===== config.mk =====
export PLATFORM = sky130hd
export DESIGN_NAME = fetch_sequencer
export DESIGN_NICKNAME = d
export VERILOG_FILES = /design/src/rtl/fetch_pkg.sv /design/src/rtl/fetch_lat_counter.sv /design/src/rtl/fetch_sequencer.sv
export SDC_FILE = /design/constraint.sdc
export NUM_CORES = 1
export LEC_CHECK = 0
export CAP_MARGIN = 20
export CORE_AREA = 3 3 100 102
export DETAILED_ROUTE_END_ITERATION = 12
export DIE_AREA = 0 0 103 105
export DONT_BUFFER_PORTS = 1
export SLEW_MARGIN = 30
export SYNTH_ARGS = -nofsm -noshare
export SYNTH_HDL_FRONTEND = slang
export SYNTH_SLANG_ARGS = --single-unit

===== constraint.sdc =====
create_clock -name Clk -period 3.9 [get_ports Clk]
set_clock_uncertainty 0.2 [all_clocks]
set_input_delay 0.39 -clock Clk [delete_from_list [all_inputs] [get_ports Clk]]
set_output_delay 0.39 -clock Clk [all_outputs]
set_load 0.01 [all_outputs]

===== src/rtl/fetch_pkg.sv =====
// Shared types and defaults for the instruction fetch sequencer.
package fetch_pkg;
    typedef enum logic [1:0] {
        S_IDLE = 2'd0,
        S_WAIT = 2'd1,
        S_HOLD = 2'd2
    } state_t;

    localparam logic [31:0] DEF_RESET_PC = 32'h0000_0000;
    localparam int          DEF_PC_STEP  = 4;
    localparam int          CNT_W        = 4;
endpackage


===== src/rtl/fetch_lat_counter.sv =====
// Memory-latency down-counter: load a start value, decrement to zero, flag zero.
import fetch_pkg::*;

module fetch_lat_counter (
    input  logic             clk,
    input  logic             reset,
    input  logic             load,
    input  logic [CNT_W-1:0] load_val,
    input  logic             dec,
    output logic             zero
);
    logic [CNT_W-1:0] cnt;

    always_ff @(posedge clk) begin
        if (reset)
            cnt <= '0;
        else if (load)
            cnt <= load_val;
        else if (dec && cnt != '0)
            cnt <= cnt - 1'b1;
    end

    assign zero = (cnt == '0);
endmodule


===== src/rtl/fetch_sequencer.sv =====
// Instruction fetch controller: owns the PC, waits out memory latency, presents
// the captured instruction to decode over valid/ready. FETCH_STATS_EN adds FetchCount.
import fetch_pkg::*;

module fetch_sequencer #(
    parameter int                ADDR_W      = 32,
    parameter int                INSTR_W     = 32,
    parameter logic [ADDR_W-1:0] RESET_PC    = ADDR_W'(DEF_RESET_PC),
    parameter int                MEM_LATENCY = 1,
    parameter int                PC_STEP     = DEF_PC_STEP
) (
    input  logic               Clk,
    input  logic               Reset,
    input  logic               Run,
    output logic [ADDR_W-1:0]  PC,
    input  logic [INSTR_W-1:0] InstructionCode,
    output logic [INSTR_W-1:0] InstrOut,
    output logic [ADDR_W-1:0]  InstrPC,
    output logic               InstrValid,
    input  logic               InstrReady,
    input  logic               Redirect,
    input  logic [ADDR_W-1:0]  RedirectPC
`ifdef FETCH_STATS_EN
    ,
    output logic [31:0]        FetchCount
`endif
);
    state_t            state, state_nx;
    logic [ADDR_W-1:0] pc;
    logic              handshake, cnt_zero;
    logic              cnt_load, cnt_dec, capture;

    assign handshake = InstrValid && InstrReady;
    assign PC        = pc;

    always_ff @(posedge Clk) begin
        if (Reset) state <= S_IDLE;
        else       state <= state_nx;
    end

    always_comb begin
        state_nx = state;
        case (state)
            S_IDLE:  if (Run)       state_nx = S_WAIT;
            S_WAIT:  if (cnt_zero)  state_nx = S_HOLD;
            S_HOLD:  if (handshake) state_nx = Run ? S_WAIT : S_IDLE;
            default:                state_nx = S_IDLE;
        endcase
        if (Redirect) state_nx = Run ? S_WAIT : S_IDLE;
    end

    // Reload the counter on every entry into S_WAIT, including a redirect restart.
    always_comb begin
        cnt_load = Run && (Redirect || state == S_IDLE || (state == S_HOLD && handshake));
        cnt_dec  = (state == S_WAIT) && !cnt_zero;
        capture  = (state == S_WAIT) && cnt_zero && !Redirect;
    end

    fetch_lat_counter u_lat (
        .clk      (Clk),
        .reset    (Reset),
        .load     (cnt_load),
        .load_val (CNT_W'(MEM_LATENCY - 1)),
        .dec      (cnt_dec),
        .zero     (cnt_zero)
    );

    always_ff @(posedge Clk) begin
        if (Reset) begin
            pc         <= RESET_PC;
            InstrOut   <= '0;
            InstrPC    <= '0;
            InstrValid <= 1'b0;
        end else if (Redirect) begin
            pc         <= RedirectPC & ~ADDR_W'(3);
            InstrValid <= 1'b0;
        end else if (capture) begin
            InstrOut   <= InstructionCode;
            InstrPC    <= pc;
            InstrValid <= 1'b1;
            pc         <= pc + ADDR_W'(PC_STEP);
        end else if (handshake) begin
            InstrValid <= 1'b0;
        end
    end

`ifdef FETCH_STATS_EN
    always_ff @(posedge Clk) begin
        if (Reset)          FetchCount <= '0;
        else if (handshake) FetchCount <= FetchCount + 32'd1;
    end
`endif
endmodule


Word level (Yosys, flattened, before mapping). Cells that the tools add are included.

Register bits: 103. Output and inout bits: 97. Word-level logic and storage cells: 45.

Add/subtract/negate cells: 2. Eq/ne operators: 5. Muxes and demuxes: 10. Bitwise gates (word level): 1. Reduce and logical (&&, ||, !) cells: 20.

Operators by type and width (count): $mux W32 (2); $add A32 B3 Y32 const B (1); $ne A3 B3 Y1 const B (3); $mux W2 (4); $logic_and A1 B1 Y1 (7); $pmux W2 S3 (1); $logic_not A4 Y1 (1); $reduce_bool A2 Y1 (2); $reduce_bool A4 Y1 (1); $reduce_or A2 Y1 (2); $sub A4 B1 Y4 const B (1); $mux W1 (3); $reduce_and A3 Y1 (1); $eq A2 B1 Y1 const B (1); $eq A2 B2 Y1 const B (1); $logic_not A1 Y1 (2); $logic_not A2 Y1 (1); $logic_or A1 B1 Y1 (2); $reduce_and A2 Y1 (1); $not A1 Y1 (1).

Logic depth before layout (Yosys ltp).
Word-level depth: 5. Depth in mapped cells: 9.

By module. A second synthesis with hierarchy kept.

Cells, all modules: 551. Area total of the unflattened synthesis: 4380.5 um^2.

Modules (own cells, without submodules): fetch_sequencer (times used 1, cells each 522, area each 4117.7 um^2); fetch_lat_counter (times used 1, cells each 29, area each 262.8 um^2).

Worst setup path before layout. OpenSTA, ideal clock, no wires.

Path kind: register to register. From: register u_lat.cnt[0]. To: register pc[27], in the netlist PC[27]. Arrival: 2.121 ns. Required time: 3.567 ns. Slack: 1.446 ns. Cell stages (with the launch flop): 10. Path buffers: 2. Period minus slack after synthesis: 2.454 ns. Cells stage by stage: dfxtp_1 inv_1 ha_1 or3b_4 or4_1 buf_2 buf_6 nor4_4 xnor2_1 a21oi_1.

Longest elaborated chain between the ends: 4.

RTL lines: from (decl) (line fetch_lat_counter.sv:12) `logic [CNT_W-1:0] cnt;`; from (signal assigned) (line fetch_lat_counter.sv:18) `cnt <= load_val;`; from (signal assigned) (line fetch_lat_counter.sv:20) `cnt <= cnt - 1'b1;`; $logic_not A4 Y1 (line fetch_lat_counter.sv:23) `assign zero = (cnt == '0);`; $logic_and A1 B1 Y1 (2 in series) (line fetch_sequencer.sv:56) `capture = (state == S_WAIT) && cnt_zero && !Redirect;`; $reduce_bool A2 Y1 (no source line); to (signal assigned) (line fetch_sequencer.sv:75) `pc <= RedirectPC & ~ADDR_W'(3);`; to (signal assigned) (line fetch_sequencer.sv:81) `pc <= pc + ADDR_W'(PC_STEP);`; to (decl) (line fetch_sequencer.sv:29) `logic [ADDR_W-1:0] pc;`.

No other way between the ends. A chain may end at the register's enable or synchronous reset.

Final worst setup path.
From: register u_lat.cnt[0]. To: register pc[29], in the netlist PC[29].

The elaborated chain is that of the path after synthesis.

==> results_dict.tcl <==
set metrics [dict create \
    cts_buffer_depth 2 \
    final_cell_mix "147 x nand2_1, 99 x dfxtp_1, 72 x a21oi_1, 59 x dlygate4sd3_1, 30 x nor2_1" \
    grt_use_total_pct 20.1 \
    hold_viol_final 0 \
    p_clk_share_pct 33.9 \
    cts_hold_buf 57 \
    grt_pass1_vias 3380 \
    syn-cell-area_um2 4100 \
    hold_start "RedirectPC[28]" \
    row_count 35 \
    fin_tns_setup_ns 0 \
    rsz0062_at_grt "false" \
    critPathLaunchType "flip-flop" \
    dieArea_um2 10800 \
    ff_latch_area_um2 1980 \
    power.switching_w 0.000510 \
    hp-class "in2reg" \
    p_comb_share_pct 9.0 \
    finalMaxSlewViolations 0 \
    r2r_slack_ns 1.07 \
    drc_errors 0 \
    cts_tree "built" \
    routed_wl_um 11100 \
    finalSetupViolCount 0 \
    min_delay_path_depth 2 \
    die_height_um 105 \
    clock-sinks 99 \
    clock_latency_ns 0.35 \
    h-tree-depth 3 \
    worstMarginPinSlew_ns 0.877 \
    post_cts_resized 0 \
    drive_gt1_share_pct 5.00 \
    power_density_nw_per_um2 397 \
    ys_seq_elements 99 \
    leakage_nw 1.65 \
    swShare_pct 26.0 \
    setup_ws_ns 1.07 \
    cp.required_ns 3.94 \
    area_growth_pct 20.5 \
    arrival_ns 2.87 \
    place_ws_ns 1.07 \
    r2r_end "PC[29]$_SDFFE_PP0P_" \
    status "finished clean" \
    peakVddDrop_mv 0.192 \
    drt-wirelength-per-cell_um 16.6 \
    ys.flop_type "dfxtp_1" \
    p_int_w 0.00145 \
    pwr-share-seq_pct 57.1 \
    cap_violations 0 \
    ant_nets 0 \
    io_pins 166 \
    worst-setup-path-type "reg2reg" \
    core-area_um2 9200 \
    finalCritPeriodShare_pct 72.5 \
    antenna_cells 0 \
    rr_startpoint "u_lat.cnt[0]$_SDFFE_PP0P_" \
    via_count 3607 \
    synth_edf_count 0 \
    cts_root_buffer "clkbuf_8" \
    port_buffers 0 \
    max_freq_ghz 0.354 \
    numCtsBuffers 9 \
    multi_input_area_um2 1950 \
    fillCellCount 858 \
    hpwlAfterDp_um 7040 \
    finish.net_count 626 \
    grt_max_degree 91 \
    drt_iter0_drc 158 \
    postCtsSetupRepairBufs 0 \
    synthCells 517 \
    die_x_um 103 \
    timing.slew.headroom_pct 41.4 \
    start_util_pct 44.6 \
    dr.pass1.iters 4 \
    ys_warn_count 0 \
    final_common_cell "nand2_1" \
    clk_pin_slew_worst_paths_ns 0.09 \
    synth_area_per_cell_um2 7.94 \
    cp_max_fo 14 \
    grt_antenna_before_repair 0 \
    yosysSeqAreaShare_pct 48.3 \
    min_period_ns 2.83 \
    netlist-cell-type-count 42 \
    grt_overflow_total 0 \
    hold_end "PC[28]$_SDFFE_PP0P_" \
    grt_pass1_wl_um 17000 \
    ff2ff_path_depth 7 \
    async_flop_share_pct 0 \
    vias_per_cell 5.38 \
    place_congestion 0.761 \
    utilization_pct 53.8 \
    worst_setup_path_end_kind "flip-flop" \
]
==> metal layers <==
metal | part of all wire [%] | vias to the layer above | track usage (%) | wire (um)
li1 | - | 1797 | - | -
met1 | 42 | 1666 | 24.3 | 4710
met2 | 48 | 140 | 33.7 | 5330
met3 | 9.4 | 4 | 7.48 | 1040
met4 | 0.44 | 0 | 4.26 | 49
met5 | 0 | - | 0 | 0
==> power groups by stage <==
stage                     sequential [W]  combinational [W]  clock [W]
after CTS                        0.00112           0.000172   0.000689
after floorplan                  0.00113           0.000107          0
final                            0.00112           0.000176   0.000665
after global placement           0.00114           0.000105          0
after global routing             0.00113           0.000197   0.000733
after detailed placement         0.00114           0.000108          0
==> registers in the layout, indices dropped and copies added, names as in the netlist <==
| signal | cells |
|---|---|
| u_lat.cnt | 4 |
| state | 2 |
| PC | 30 |
| InstrOut | 32 |
| InstrValid | 1 |
| InstrPC | 30 |
==> Yosys cell counts (2+ instances only) <==
library cell	instances	area, um^2
nand2_1	148	556
dfxtp_1	99	1980
a21oi_1	72	360
clkbuf_1	32	120
nor2_1	31	116
xnor2_1	24	210
a211oi_1	17	128
nor3_1	11	55.1
nand3_1	9	45.0
inv_1	6	22.5
nand4_1	6	37.5
nor4_1	5	31.3
o21ai_0	5	25.0
and3_1	4	25.0
buf_4	4	30.0
o21bai_1	4	30.0
and4_1	3	26.3
nand2b_1	3	18.8
xor2_1	3	26.3
a21o_1	2	15.0
a311oi_1	2	17.5
a31oi_1	2	12.5
ha_1	2	25.0
mux2i_1	2	20.0
o21ai_1	2	10.0
or2_2	2	12.5
or3_1	2	12.5
==> how the worst max path moves through the flow <==
stage / from / slack [ns] / to / depth (start not counted)
2_1_floorplan: u_lat.cnt[0]$_SDFFE_PP0P_ / 1.45 / PC[27]$_SDFFE_PP0P_ / 9
3_3_place_gp: u_lat.cnt[0]$_SDFFE_PP0P_ / 1.11 / PC[29]$_SDFFE_PP0P_ / 7
3_5_place_dp: u_lat.cnt[0]$_SDFFE_PP0P_ / 1.07 / PC[29]$_SDFFE_PP0P_ / 7
4_1_cts: u_lat.cnt[0]$_SDFFE_PP0P_ / 1.06 / PC[29]$_SDFFE_PP0P_ / 7
5_1_grt: u_lat.cnt[0]$_SDFFE_PP0P_ / 0.84 / PC[29]$_SDFFE_PP0P_ / 7
6_report: u_lat.cnt[0]$_SDFFE_PP0P_ / 1.07 / PC[29]$_SDFFE_PP0P_ / 7
==> through the flow <==
step,power [W],instance area (um^2),cells,hold slack [ns]
6_report,0.00196,4940,671,0.00888
5_1_grt,0.00206,4940,671,0.00328
4_1_cts,0.00198,4910,668,0.000474
3_5_place_dp,0.00125,4120,595,0.271
3_3_place_gp,0.00125,4120,595,0.267
2_1_floorplan,0.00123,4110,520,0.281
==> worst max-delay path, cell delays in order (launching register included) <==
cell and delay, ns:
dfxtp_1 0.34, inv_1 0.07, ha_1 0.17, or3b_4 0.40, or4_1 0.85, nor4b_1 0.45
xnor2_1 0.17, o21ai_1 0.07
==> cell type report <==
| type | count | area share (%) |
|---|---|---|
| Clock buffer | 10 | 2.78 |
| Clock inverter | 6 | 1.32 |
| Inverter | 7 | 0.531 |
| Multi-Input combinational cell | 376 | 39.4 |
| Sequential cell | 99 | 40.1 |
| Tap cell | 111 | 2.81 |
| Timing Repair Buffer | 62 | 13.1 |
==> logic make-up (layout without fill, tap and decap cells) <==
logic type	Yosys count	in the layout	synth area share, %
AOI/OAI and AO/OA	108	108	15.0
xor gates and xnor gates	27	27	5.76
adders and majority gates	2	2	0.610
buffers and inverters	45	85	4.70
DFF	99	99	48.3
muxes	2	2	0.488
other	1	4	0.0914
and+or+nand+nor	233	233	25.1
Power figures use the tool's default switching activity.
